### config.mk
export PLATFORM = sky130hd
export DESIGN_NAME = countdown_ctrl
export DESIGN_NICKNAME = d
export VERILOG_FILES = /design/src/rtl/countdown_ctrl_pkg.sv /design/src/rtl/bcd2_updown.sv /design/src/rtl/countdown_ctrl.sv
export SDC_FILE = /design/constraint.sdc
export NUM_CORES = 1
export LEC_CHECK = 0
export CORE_MARGIN = 2
export CORE_UTILIZATION = 40
export DETAILED_ROUTE_END_ITERATION = 6
export PLACE_DENSITY_LB_ADDON = 0.08
export SLEW_MARGIN = 25
export SYNTH_ARGS = -nofsm -noshare
export SYNTH_HDL_FRONTEND = slang
export SYNTH_SLANG_ARGS = --single-unit
### constraint.sdc
create_clock -name clk -period 2 [get_ports clk]
set_input_delay 0.6 -clock clk [delete_from_list [all_inputs] [get_ports clk]]
set_output_delay 0.6 -clock clk [all_outputs]
set_load 0.05 [all_outputs]
### src/rtl/countdown_ctrl_pkg.sv
// Shared types and constants for the countdown controller.
// Holds the FSM state encoding, the two-digit BCD type and digit-select codes.
package countdown_ctrl_pkg;

  typedef enum logic [1:0] {
    SET,
    RUN,
    PAUSE,
    EXPIRED
  } state_t;

  typedef logic [7:0] bcd2_t;

  localparam logic SEL_ONES = 1'b0;
  localparam logic SEL_TENS = 1'b1;

  function automatic bcd2_t to_bcd2(input int v);
    return {4'(v / 10), 4'(v % 10)};
  endfunction

endpackage

### src/rtl/bcd2_updown.sv
// Two-digit BCD step-up/step-down with wrap between 0 and MAX_COUNT.
// Simultaneous inc and dec cancel out.
module bcd2_updown
  import countdown_ctrl_pkg::*;
#(
  parameter int MAX_COUNT = 99
) (
  input  bcd2_t value,
  input  logic  inc,
  input  logic  dec,
  output bcd2_t result
);

  localparam bcd2_t MAX_BCD = to_bcd2(MAX_COUNT);

  always_comb begin
    result = value;
    if (inc && !dec) begin
      if (value == MAX_BCD)
        result = '0;
      else if (value[3:0] == 4'd9)
        result = {value[7:4] + 4'd1, 4'd0};
      else
        result = {value[7:4], value[3:0] + 4'd1};
    end else if (dec && !inc) begin
      if (value == '0)
        result = MAX_BCD;
      else if (value[3:0] == 4'd0)
        result = {value[7:4] - 4'd1, 4'd9};
      else
        result = {value[7:4], value[3:0] - 4'd1};
    end
  end

endmodule

### src/rtl/countdown_ctrl.sv
// Encoder-set BCD countdown timer with run/pause/alarm FSM and digit mux.
// Define COUNTDOWN_CTRL_RELOAD_EN to restore the preset when the alarm ends.
module countdown_ctrl
  import countdown_ctrl_pkg::*;
#(
  parameter int MAX_COUNT   = 99,
  parameter int ALARM_TICKS = 5,
  parameter int REFRESH_DIV = 1024
) (
  input  logic       clk,
  input  logic       rst,
  input  logic       tick_1hz,
  input  logic       enc_inc,
  input  logic       enc_dec,
  input  logic       start_btn,
  output logic [7:0] count_bcd,
  output logic       dis_sel,
  output logic [3:0] dis_bcd,
  output logic       running,
  output logic       alarm
);

  localparam int DIV_W = $clog2(REFRESH_DIV);
  localparam int AT_W  = $clog2(ALARM_TICKS + 1);

  state_t          state;
  state_t          state_d;
  bcd2_t           count_d;
  bcd2_t           ud_out;
  bcd2_t           restore;
  logic            ud_inc;
  logic            ud_dec;
  logic            enc_step;
  logic [AT_W-1:0] atick;
  logic [AT_W-1:0] atick_d;
  logic            btn_q;
  logic            armed;
  logic            start;
  logic [DIV_W-1:0] div;
  logic            div_last;
  logic            sel_d;

`ifdef COUNTDOWN_CTRL_RELOAD_EN
  bcd2_t preset;
  bcd2_t preset_d;
  assign restore = preset;
`else
  assign restore = '0;
`endif

  // armed blocks a start edge until the button has been seen low
  always_ff @(posedge clk or posedge rst) begin
    if (rst) begin
      btn_q <= 1'b0;
      armed <= 1'b0;
      start <= 1'b0;
    end else begin
      btn_q <= start_btn;
      armed <= armed | ~start_btn;
      start <= start_btn & ~btn_q & armed;
    end
  end

  assign enc_step = enc_inc ^ enc_dec;

  always_comb begin
    ud_inc = 1'b0;
    ud_dec = 1'b0;
    case (state)
      SET, PAUSE: begin
        ud_inc = enc_inc;
        ud_dec = enc_dec;
      end
      RUN:     ud_dec = tick_1hz;
      default: ;
    endcase
  end

  bcd2_updown #(
    .MAX_COUNT(MAX_COUNT)
  ) u_step (
    .value (count_bcd),
    .inc   (ud_inc),
    .dec   (ud_dec),
    .result(ud_out)
  );

  always_comb begin
    state_d  = state;
    count_d  = count_bcd;
    atick_d  = atick;
`ifdef COUNTDOWN_CTRL_RELOAD_EN
    preset_d = preset;
`endif
    case (state)
      SET: begin
        if (start) begin
          if (count_bcd != '0) begin
            state_d  = RUN;
`ifdef COUNTDOWN_CTRL_RELOAD_EN
            preset_d = count_bcd;
`endif
          end
        end else if (enc_step) begin
          count_d = ud_out;
        end
      end
      RUN: begin
        if (start) begin
          state_d = PAUSE;
        end else if (tick_1hz) begin
          count_d = ud_out;
          if (count_bcd == 8'h01) begin
            state_d = EXPIRED;
            atick_d = '0;
          end
        end
      end
      PAUSE: begin
        if (start)
          state_d = (count_bcd != '0) ? RUN : SET;
        else if (enc_step)
          count_d = ud_out;
      end
      EXPIRED: begin
        count_d = '0;
        if (start) begin
          state_d = SET;
          count_d = restore;
        end else if (tick_1hz) begin
          if (atick == AT_W'(ALARM_TICKS - 1)) begin
            state_d = SET;
            count_d = restore;
          end else begin
            atick_d = atick + AT_W'(1);
          end
        end
      end
      default: state_d = SET;
    endcase
  end

  always_ff @(posedge clk or posedge rst) begin
    if (rst) begin
      state     <= SET;
      count_bcd <= '0;
      atick     <= '0;
      running   <= 1'b0;
      alarm     <= 1'b0;
    end else begin
      state     <= state_d;
      count_bcd <= count_d;
      atick     <= atick_d;
      running   <= (state_d == RUN);
      alarm     <= (state_d == EXPIRED);
    end
  end

`ifdef COUNTDOWN_CTRL_RELOAD_EN
  always_ff @(posedge clk or posedge rst) begin
    if (rst)
      preset <= '0;
    else
      preset <= preset_d;
  end
`endif

  assign div_last = (div == DIV_W'(REFRESH_DIV - 1));
  assign sel_d    = div_last ? ~dis_sel : dis_sel;

  // digit follows next count so dis_bcd always matches count_bcd
  always_ff @(posedge clk or posedge rst) begin
    if (rst) begin
      div     <= '0;
      dis_sel <= SEL_ONES;
      dis_bcd <= '0;
    end else begin
      div     <= div_last ? '0 : div + DIV_W'(1);
      dis_sel <= sel_d;
      dis_bcd <= (sel_d == SEL_TENS) ? count_d[7:4] : count_d[3:0];
    end
  end

endmodule

==> results of run 1 <==
==> where the power goes <==
group	switching (mW)	internal (mW)	leakage (nW)	total [mW]
clock network	0.266	0.240	0.0439	0.506
logic	1.33	1.10	0.878	2.43
registers	0.229	0.835	0.407	1.06
total	1.83	2.17	1.33	4.00
==> metrics by stage <==
step                      setup slack, ns    util
final                             0.02471  0.5799
after floorplan                  -0.03421       -
after global routing             -0.02747  0.5799
after global placement            -0.6082  0.5274
after CTS                        0.003697  0.5627
after detailed placement          -0.6374  0.5274
==> layout make-up <==
| cell class | count | area, um2 |
|---|---|---|
| Clock buffer | 5 | 68.82 |
| Clock inverter | 3 | 17.52 |
| Fill cell | 478 | 2146 |
| Inverter | 15 | 58.81 |
| Multi-Input combinational cell | 169 | 1309 |
| Sequential cell | 33 | 833.3 |
| Tap cell | 70 | 87.58 |
| Timing Repair Buffer | 66 | 586.8 |
==> timing repair <==
| action | in CTS | in global routing |
|---|---|---|
| setup buffers | 5 | 4 |
| hold endpoints to repair | 0 | 0 |
| pin swaps | 8 | 6 |
| setup endpoints to repair | 11 | 9 |
| gates resized for setup | 20 | 16 |
==> flip-flops by register name, summed over array words and instances, names as in the netlist <==
register,cells
dis_sel,1
alarm,1
div,10
dis_bcd,4
running,1
start,1
btn_q,1
atick,3
state,2
armed,1
count_bcd,8
==> path summary, 6_finish.rpt <==
| check | endpoint | slack, ns | cells past startpoint |
|---|---|---|---|
| max | dis_bcd[2]$_DFF_PP0_ | 0.02 | 9 |
| min | start$_DFF_PP0_ | 0.39 | 1 |
| max reg2reg | dis_bcd[0]$_DFF_PP0_ | 0.03 | 8 |
| min reg2reg | start$_DFF_PP0_ | 0.39 | 1 |
| max in group asynchronous | count_bcd[0]$_DFF_PP0_ | 1.16 | 3 |
| min in group asynchronous | div[0]$_DFF_PP0_ | 0.64 | 3 |
==> per-layer routing <==
metal	part of all wire	global-route usage	vias to the layer above
met5	0	0	-
met4	0.020	0.07273	0
met3	0.033	0.03529	9
met2	0.47	0.2868	44
met1	0.48	0.2746	959
li1	-	-	939
==> cell families (layout without fill, tap and decap cells) <==
| kind of cell | count (synthesis) | count (layout) |
|---|---|---|
| buffers and inverters | 26 | 89 |
| AO/OA/AOI/OAI | 58 | 58 |
| multiplexers | 10 | 10 |
| adder cells (fa/ha/maj) | 9 | 9 |
| AND/OR/NAND/NOR | 83 | 83 |
| XOR/XNOR | 9 | 9 |
| flip-flops | 33 | 33 |
==> critical path, stage by stage <==
cell and delay, ns:
clkdlybuf4s15_2 0.22, nor3b_4 0.16, buf_6 0.13, buf_4 0.13
o211ai_1 0.19, mux2i_1 0.20, o21ai_1 0.06, a21boi_2 0.17
mux2_4 0.27
==> placed cells by master, fill, tap and decap left out, types with 3 or more instances in the layout <==
master    synthesis  layout
a21oi_1          11      10
and2_1            3       3
and3_1            4       4
buf_12            0       6
buf_4             1      53
clkbuf_8          0       5
dfrtp_1          33      27
dfrtp_2           0       6
ha_1              9       6
ha_4              0       3
inv_1            15      13
mux2_2            4       3
mux2_4            1       4
mux2i_1           3       3
nand2_1          17      17
nand2b_1          4       4
nand3_1           8       8
nand4_1           6       6
nor2_1           23      21
nor2b_1           6       5
nor3b_4           1       3
o21ai_0          16      14
o21ai_2           2       3
o31ai_1           3       3
xnor2_1           4       3
xor2_1            4       4
==> results.tsv, run 1 <==
stage	metric	value	unit
worst_setup_path	r2r_start	count_bcd[0]$_DFF_PP0_	
sta	relSlewSlack	0.6904	
final_layout	drive_above_1_share	0.3918	
final_layout	stdcell_area	2962	um2
logic_synthesis	synth_xor_area_frac	0.04618	
die	start_util	0.4138	
logic_synthesis	synthCells	228	
worst_setup_path	startpoint	enc_dec	
final_layout	antennaDiodeCount	0	
sta	fin_skew	0.004818	ns
grt	overflow	0	
logic_synthesis	ys_warn_count	0	
drt	drt_iter0_markers	160	
flow_run	cap_violations	0	
sta	clock.fmax	0.5063	GHz
sta	fin_crit	1.975	ns
sta	setup_viol	0	
logic_synthesis	yosysMostFrequentCell	dfrtp_1	
logic_synthesis	avgSynthCellArea	9.269	um2
clock_tree	clk_latency	0.29	ns
logic_synthesis	ys_top_cells_by_count	dfrtp_1, nor2_1, nand2_1	
power_and_ir_drop	power	4.002	mW
grt	first_global_vias	1854	
grt	grt_pass1_wl	8.970	mm
logic_synthesis	synth_area_leaders	dfrtp_1, ha_1, nor2_1	
logic_synthesis	ys_ff_latch	33	
clock_tree	cts_hold_buf	0	
placed_design	placedCellCount	344	
logic_synthesis	synth_area	2113	um2
clock_tree	cts.root.buffer_cell	clkbuf_8	
worst_setup_path	worst_setup_path_end_kind	flip-flop	
sta	rsz0062_at_grt	true	
drt	ant_nets	0	
logic_synthesis	synth_cell_types	53	
worst_setup_path	worstPathMaxFanout	7	
sta	finalMaxSlewViolations	0	
die	fp.dieW	76.69	um
drt	drc	0	
grt	grt_use_total	0.1913	
die	ioPinCount	21	
hold_path	hp-class	reg2reg	
clock_tree	cts_buffers	5	
worst_setup_path	cp-start-kind	input port	
clock_tree	clockBufferDepth	2	
worst_setup_path	cp_data_required_time	2.18	ns
power_and_ir_drop	ir_drop	0.0006383	V
sta	tns	0	ns
final_layout	finalNetCount	305	
logic_synthesis	synthArstFlopShare	1.000	
sta	period_share	0.9876	
clock_tree	clkTransAtPathRegs	0.07	ns
logic_synthesis	ys.flop_type	dfrtp_1	
placed_design	gp_congestion	0.8541	
placed_design	dpl_cell_area	2694	um2
logic_synthesis	synth_top_area_frac	0.3908	
placed_design	dp_hpwl	3.836	mm
die	die_h	76.69	um
die	fp-row-count	26	
sta	worstMarginPinSlew	0.4644	ns
drt	drt_wl_total	5.371	mm
final_layout	fin_cells	361	
power_and_ir_drop	leakage	1.328	nW
worst_setup_path	critPathKind	in2reg	
drt	wl_per_cell	14.88	um
clock_tree	tritoncts	built	
logic_synthesis	yosys.area_share.adder	0.05329	
power_and_ir_drop	power-per-cell-area	1351	nW/um2
worst_setup_path	crit_arrival	2.15	ns
drt	via_count	1951	
status	status	completed	
final_layout	syn_to_final_growth	40.14	%
logic_synthesis	synth_mux_area_frac	0.05329	
sta	holdWs	0.3935	ns
logic_synthesis	synth.net_count	243	
clock_tree	htreeDepth	2	
placed_design	port_buffers	20	
hold_path	min_from	btn_q$_DFF_PP0_	
logic_synthesis	synth_top_family_by_area	simple AND/OR/NAND/NOR gates	
clock_tree	clkSinkCount	33	
grt	grt_max_degree	34	
die	coreArea	5107	um2
sta	finalHoldViolations	0	
logic_synthesis	synth_compound_area_frac	0.1859	
grt	antenna_found_initial	0	
drt	first_pass_iters	4	
drt	via_per_inst	5.404	
logic_synthesis	synth_edf_count	0	
logic_synthesis	synth-simple-area-share	0.2096	
die	dieArea	5881	um2
logic_synthesis	ys_seq_area_frac	0.3908	
logic_synthesis	yosysTopAreaCell	dfrtp_1	
Note: power is estimated with default switching activity, not from simulation.
==> run 2: changes to the inputs <==
CORE_MARGIN = not set   (was 2)
CORE_UTILIZATION = 51   (was 40)
==> run 2 against run 1 <==
  * The run now ends with negative setup slack left
  * Cell count fell by 5.8%
  * Flip-flop and latch count did not move
  * Maximum frequency fell by 3.6%
  * Non-clock buffer count fell by 1
  * Combinational power rose by 5%
  * Die area fell by 25%
  * Clock skew rose by 0.0033 ns
  * Global-route usage rose by 5.6 points
  * Count of clock-buffer cells in the layout did not move
  * Highest routed layer unchanged
==> results.tsv, run 2 (synthesized netlist as in run 1, its figures left out) <==
stage	metric	value	unit
die	start_util	0.5283	
sta	clock.fmax	0.4881	GHz
drt	dr_wl_met3	188	um
clock_tree	tritoncts	built	
status	violations	negative setup slack	
drt	top_layer	met4	
final_layout	largest_reg_flops	10	
drt	met1_length	2.277	mm
worst_setup_path	path_cells	clkdlybuf4s15_1 > and3b_2 > o21ai_4 > buf_6 > mux2i_1 > a21oi_1 > a32o_2 > mux2_4	
final_layout	fin_cells	340	
grt	antenna_found_initial	0	
worst_setup_path	worstPathMaxFanout	7	
final_layout	antennaDiodeCount	0	
die	fp-row-count	23	
power_and_ir_drop	leakage	1.309	nW
sta	finalHoldViolations	0	
worst_setup_path	critPathKind	in2reg	
sta	finalMaxSlewViolations	0	
clock_tree	cts_hold_buf	0	
drt	via_per_inst	5.641	
sta	worstMarginPinSlew	0.4045	ns
clock_tree	htreeDepth	2	
final_layout	drive_above_1_share	0.3897	
final_layout	finalNetCount	304	
drt	via_count	1918	
grt	grt_use_total	0.2476	
sta	rsz0062_at_grt	true	
die	die_h	66.37	um
worst_setup_path	cp_data_required_time	2.17	ns
worst_setup_path	slowest_stage	a32o_2	
power_and_ir_drop	ir_drop	0.0007380	V
placed_design	placedCellCount	319	
placed_design	dp_hpwl	3.589	mm
clock_tree	cts.root.buffer_cell	clkbuf_8	
worst_setup_path	crit_arrival	2.22	ns
final_layout	layout_commonest_cell	buf_4	
final_layout	final_cell_mix	buf_4, dfrtp_1, nor2_1	
die	fp.dieW	66.37	um
die	dieArea	4405	um2
clock_tree	clockBufferDepth	2	
grt	grt_max_degree	34	
power_and_ir_drop	power-per-cell-area	1403	nW/um2
die	coreArea	4000	um2
drt	wl_met2	2.613	mm
clock_tree	cts_buffers	5	
drt	drt_wl_total	5.132	mm
power_and_ir_drop	power	4.097	mW
final_layout	post-route-util	0.7301	
placed_design	port_buffers	20	
hold_path	hp-class	reg2reg	
worst_setup_path	cp-start-kind	input port	
placed_design	gp_congestion	0.9173	
flow_run	cap_violations	0	
drt	drc	0	
sta	fin_skew	0.008134	ns
sta	relSlewSlack	0.7286	
grt	overflow	0	
final_layout	top_register	div	
clock_tree	clkTransAtPathRegs	0.07	ns
final_layout	largest_registers	div: 10 flops, count_bcd: 8 flops, dis_bcd: 4 flops	
sta	final.setup.worst_slack	-0.04881	ns
placed_design	post-place-ws	-0.6775	ns
die	ioPinCount	21	
drt	ant_nets	0	
drt	first_pass_iters	4	
sta	period_share	1.024	
worst_setup_path	max_stage_delay	0.28	ns
clock_tree	clkSinkCount	33	
final_layout	syn_to_final_growth	38.19	%
drt	wl_per_cell	15.09	um
grt	first_global_vias	1828	
sta	setup_viol	2	
sta	fin_crit	2.049	ns
grt	grt_pass1_wl	8.266	mm
worst_setup_path	worst_setup_path_end_kind	flip-flop	
status	status	finished, violations left	
drt	drt_iter0_markers	143	
clock_tree	clk_latency	0.28	ns
==> run 2: cell types whose count changed in the layout (fill, tap and decap cells not counted), moves of 2 or more <==
cell and change:
buf_12 -2, buf_2 +2, dfrtp_1 -2, dfrtp_2 +2, nor2_1 +2, nor2_2 -2, o21ai_1 +2, o21ai_2 -2
==> run 2: cell type report <==
type	instances	area (um2)
fillers	306	1080
multi-input cells	169	1325
clock inverters	3	17.52
clock buffers	5	68.82
well taps	50	62.56
inverters	15	58.81
repair buffers	65	551.8
flip-flops and latches	33	835.8
==> run 2: power by group <==
part	switching, mW	leakage, nW	internal (mW)
sequential	0.219	0.405	0.840
combinational	1.40	0.861	1.17
clock	0.235	0.0439	0.240
total	1.85	1.31	2.25
==> run 2: worst paths after layout <==
check                                   startpoint                endpoint  slack [ns]  cells after the start
worst max-delay path                      tick_1hz    dis_bcd[1]$_DFF_PP0_       -0.05                      8
worst min-delay path               btn_q$_DFF_PP0_         start$_DFF_PP0_        0.39                      1
max in group asynchronous                      rst  count_bcd[1]$_DFF_PP0_        0.98                      3
min in group asynchronous                      rst        div[5]$_DFF_PP0_        0.71                      3
worst max register to register  state[0]$_DFF_PP0_    dis_bcd[1]$_DFF_PP0_       -0.03                      7
worst min register to register     btn_q$_DFF_PP0_         start$_DFF_PP0_        0.39                      1
==> run 2: what timing repair did <==
item,4_1_cts,5_1_grt
pin swaps,8,11
endpoints found under the setup margin,12,11
gates resized for setup,21,19
setup buffers,9,4
==> run 2: per-stage QoR <==
| step | setup TNS [ns] | cell area (um2) | hold slack, ns |
|---|---|---|---|
| after floorplan | -0.03421 | 2163 | 0.3766 |
| after global routing | -0.3091 | 2920 | 0.4195 |
| final | -0.06384 | 2920 | 0.3892 |
| after CTS | -0.07618 | 2798 | 0.3932 |
| after detailed placement | -6.217 | 2606 | 0.3878 |
| after global placement | -5.687 | 2606 | 0.3798 |
==> run 2: layer usage <==
| layer | track usage | vias up |
|---|---|---|
| li1 | - | 937 |
| met1 | 0.3228 | 926 |
| met2 | 0.4298 | 49 |
| met3 | 0.03276 | 6 |
| met4 | 0.06383 | 0 |
| met5 | 0 | - |
==> run 2: critical path, delay by kind of cell <==
family | cells | cell delay, ns
AOI/OAI and AO/OA | 3 | 0.61
muxes | 2 | 0.42
buffers and inverters | 2 | 0.30
and+or+nand+nor | 1 | 0.27
==> run 3: changes to the inputs <==
SETUP_SLACK_MARGIN = 0.2   (was not set)
==> run 3 against run 2 <==
  * The run still ends with negative setup slack left
  * Highest routed layer unchanged
  * Largest cell class unchanged
  * Sequential share of layout area decreased by 0.87 points
  * Register-to-register slack improved by 0.02 ns
  * Sequential power hardly changed
  * Critical path type is now reg2reg
  * Critical endpoint unchanged
==> results.tsv, run 3 (synthesized netlist as in run 1, its figures left out) <==
stage	metric	value	unit
status	status	finished, violations left	
status	violations	negative setup slack	
hold_path	hp-class	reg2reg	
die	dieArea	4405	um2
worst_setup_path	worst_setup_path_end_kind	flip-flop	
placed_design	port_buffers	20	
flow_run	cap_violations	0	
worst_setup_path	critPathKind	reg2reg	
hold_path	hold_end	start$_DFF_PP0_	
clock_tree	clkTransAtPathRegs	0.07	ns
sta	finalMaxSlewViolations	0	
placed_design	dpl_cell_area	2644	um2
drt	first_pass_iters	4	
sta	finalHoldViolations	0	
worst_setup_path	cp_data_required_time	2.17	ns
placed_design	gp_congestion	0.8982	
hold_path	min_from	btn_q$_DFF_PP0_	
sta	clock.fmax	0.4966	GHz
sta	relSlewSlack	0.6618	
hold_path	min_path_cells	1	
drt	drt_wl_total	5.798	mm
final_layout	top_register	div	
sta	holdWs	0.3916	ns
clock_tree	htreeDepth	2	
die	coreArea	4000	um2
clock_tree	clockBufferDepth	2	
grt	grt_use_total	0.2726	
worst_setup_path	r2r_slack	-0.01	ns
placed_design	placedCellCount	320	
final_layout	fin_cells	346	
sta	fin_crit	2.014	ns
final_layout	drive_above_1_share	0.4088	
drt	met1_length	2.523	mm
sta	setup_viol	1	
worst_setup_path	r2r_start	count_bcd[1]$_DFF_PP0_	
grt	grt_pass1_wl	8.804	mm
final_layout	antennaDiodeCount	0	
worst_setup_path	r2r-end	dis_bcd[1]$_DFF_PP0_	
worst_setup_path	cp-start-kind	flip-flop	
grt	first_global_vias	1884	
final_layout	largest_reg_flops	10	
final_layout	largest_registers	div: 10 flops, count_bcd: 8 flops, dis_bcd: 4 flops	
clock_tree	cts.root.buffer_cell	clkbuf_8	
sta	final.setup.worst_slack	-0.01353	ns
clock_tree	cts_hold_buf	0	
drt	drc	0	
drt	wl_per_cell	16.76	um
worst_setup_path	crit_arrival	2.18	ns
sta	rsz0062_at_grt	true	
clock_tree	clk_latency	0.29	ns
final_layout	fillCellCount	282	
final_layout	post-route-util	0.7529	
worst_setup_path	max_stage_delay	0.43	ns
final_layout	final_cell_mix	buf_4, dfrtp_1, nor2_1	
drt	top_layer	met4	
drt	ant_nets	0	
die	fp.dieW	66.37	um
worst_setup_path	startpoint	count_bcd[1]$_DFF_PP0_	
drt	via_per_inst	5.824	
final_layout	stdcell_area	3012	um2
sta	fin_skew	0.01105	ns
clock_tree	clkSinkCount	33	
clock_tree	tritoncts	built	
worst_setup_path	cp_top_family	compound AO/OA/AOI/OAI gates	
drt	via_count	2015	
die	ioPinCount	21	
drt	wl_met2	2.814	mm
worst_setup_path	slowest_stage	dfrtp_2	
final_layout	syn_to_final_growth	42.51	%
worst_setup_path	reg2reg_depth	7	
power_and_ir_drop	leakage	1.352	nW
grt	overflow	0	
grt	antenna_found_initial	0	
worst_setup_path	path_buf_inv	1	
sta	period_share	1.007	
drt	dr_wl_met3	311	um
worst_setup_path	worstPathMaxFanout	6	
power_and_ir_drop	power-per-cell-area	1459	nW/um2
final_layout	layout_commonest_cell	buf_4	
placed_design	post-place-ws	-0.6182	ns
die	die_h	66.37	um
sta	worstMarginPinSlew	0.5038	ns
die	fp-row-count	23	
grt	grt_max_degree	34	
drt	drt_iter0_markers	127	
die	start_util	0.5283	
power_and_ir_drop	ir_drop	0.0008177	V
worst_setup_path	path_cells	inv_4 > ha_4 > nand3b_1 > a221oi_2 > a21oi_2 > a32o_1 > mux2_2	
placed_design	dp_hpwl	3.720	mm
clock_tree	cts_buffers	5	
final_layout	finalNetCount	310	
## run 3: changes by cell type in the layout (fill, tap and decap cells not counted), moves of 2 or more
cell and delta:
o21ai_1 +4, o21ai_0 -4, buf_4 +5, inv_1 -2, clkinv_2 -2
## run 3: report_power, final
part	total, mW	switching [mW]	leakage, nW	internal, mW
Sequential	1.08	0.241	0.404	0.840
Clock	0.654	0.248	0.0585	0.406
Combinational	2.66	1.45	0.890	1.21
Total	4.39	1.94	1.35	2.46
## run 3: how the worst max path moves through the flow
stage / slack, ns / endpoint / depth (start not counted)
6_report: -0.01 / dis_bcd[1]$_DFF_PP0_ / 7
5_1_grt: -0.07 / dis_bcd[3]$_DFF_PP0_ / 8
4_1_cts: 0.03 / dis_bcd[0]$_DFF_PP0_ / 8
3_5_place_dp: -0.62 / dis_bcd[3]$_DFF_PP0_ / 8
3_3_place_gp: -0.58 / dis_bcd[3]$_DFF_PP0_ / 8
2_1_floorplan: -0.03 / dis_bcd[0]$_DFF_PP0_ / 8
## run 3: final cells by class
type / instances / area [um2] / share of cell area
multi-input cells: 169 / 1335 / 0.4433
flip-flops and latches: 33 / 835.8 / 0.2775
repair buffers: 71 / 600.6 / 0.1994
clock buffers: 7 / 86.33 / 0.02867
well taps: 50 / 62.56 / 0.02077
inverters: 15 / 61.31 / 0.02036
clock inverters: 1 / 30.03 / 0.009971
## run 3: timing repair
item | 4_1_cts | 5_1_grt
resized for setup | 30 | 15
setup buffers | 12 | 6
pin swaps | 14 | 8
setup endpoints to repair | 18 | 15
## run 3: per-layer routing
metal,up-vias,global-route usage
met5,-,0
met4,0,0.1090
met3,20,0.06034
met2,70,0.4273
met1,980,0.3642
li1,945,-
## run 3: metrics by stage
step                total power, mW   TNS, ns
floorplan                     2.490  -0.03421
global placement              3.276    -5.397
detailed placement            3.293    -5.823
CTS                           4.163         0
global route                  4.601   -0.2027
finish                        4.395  -0.01353
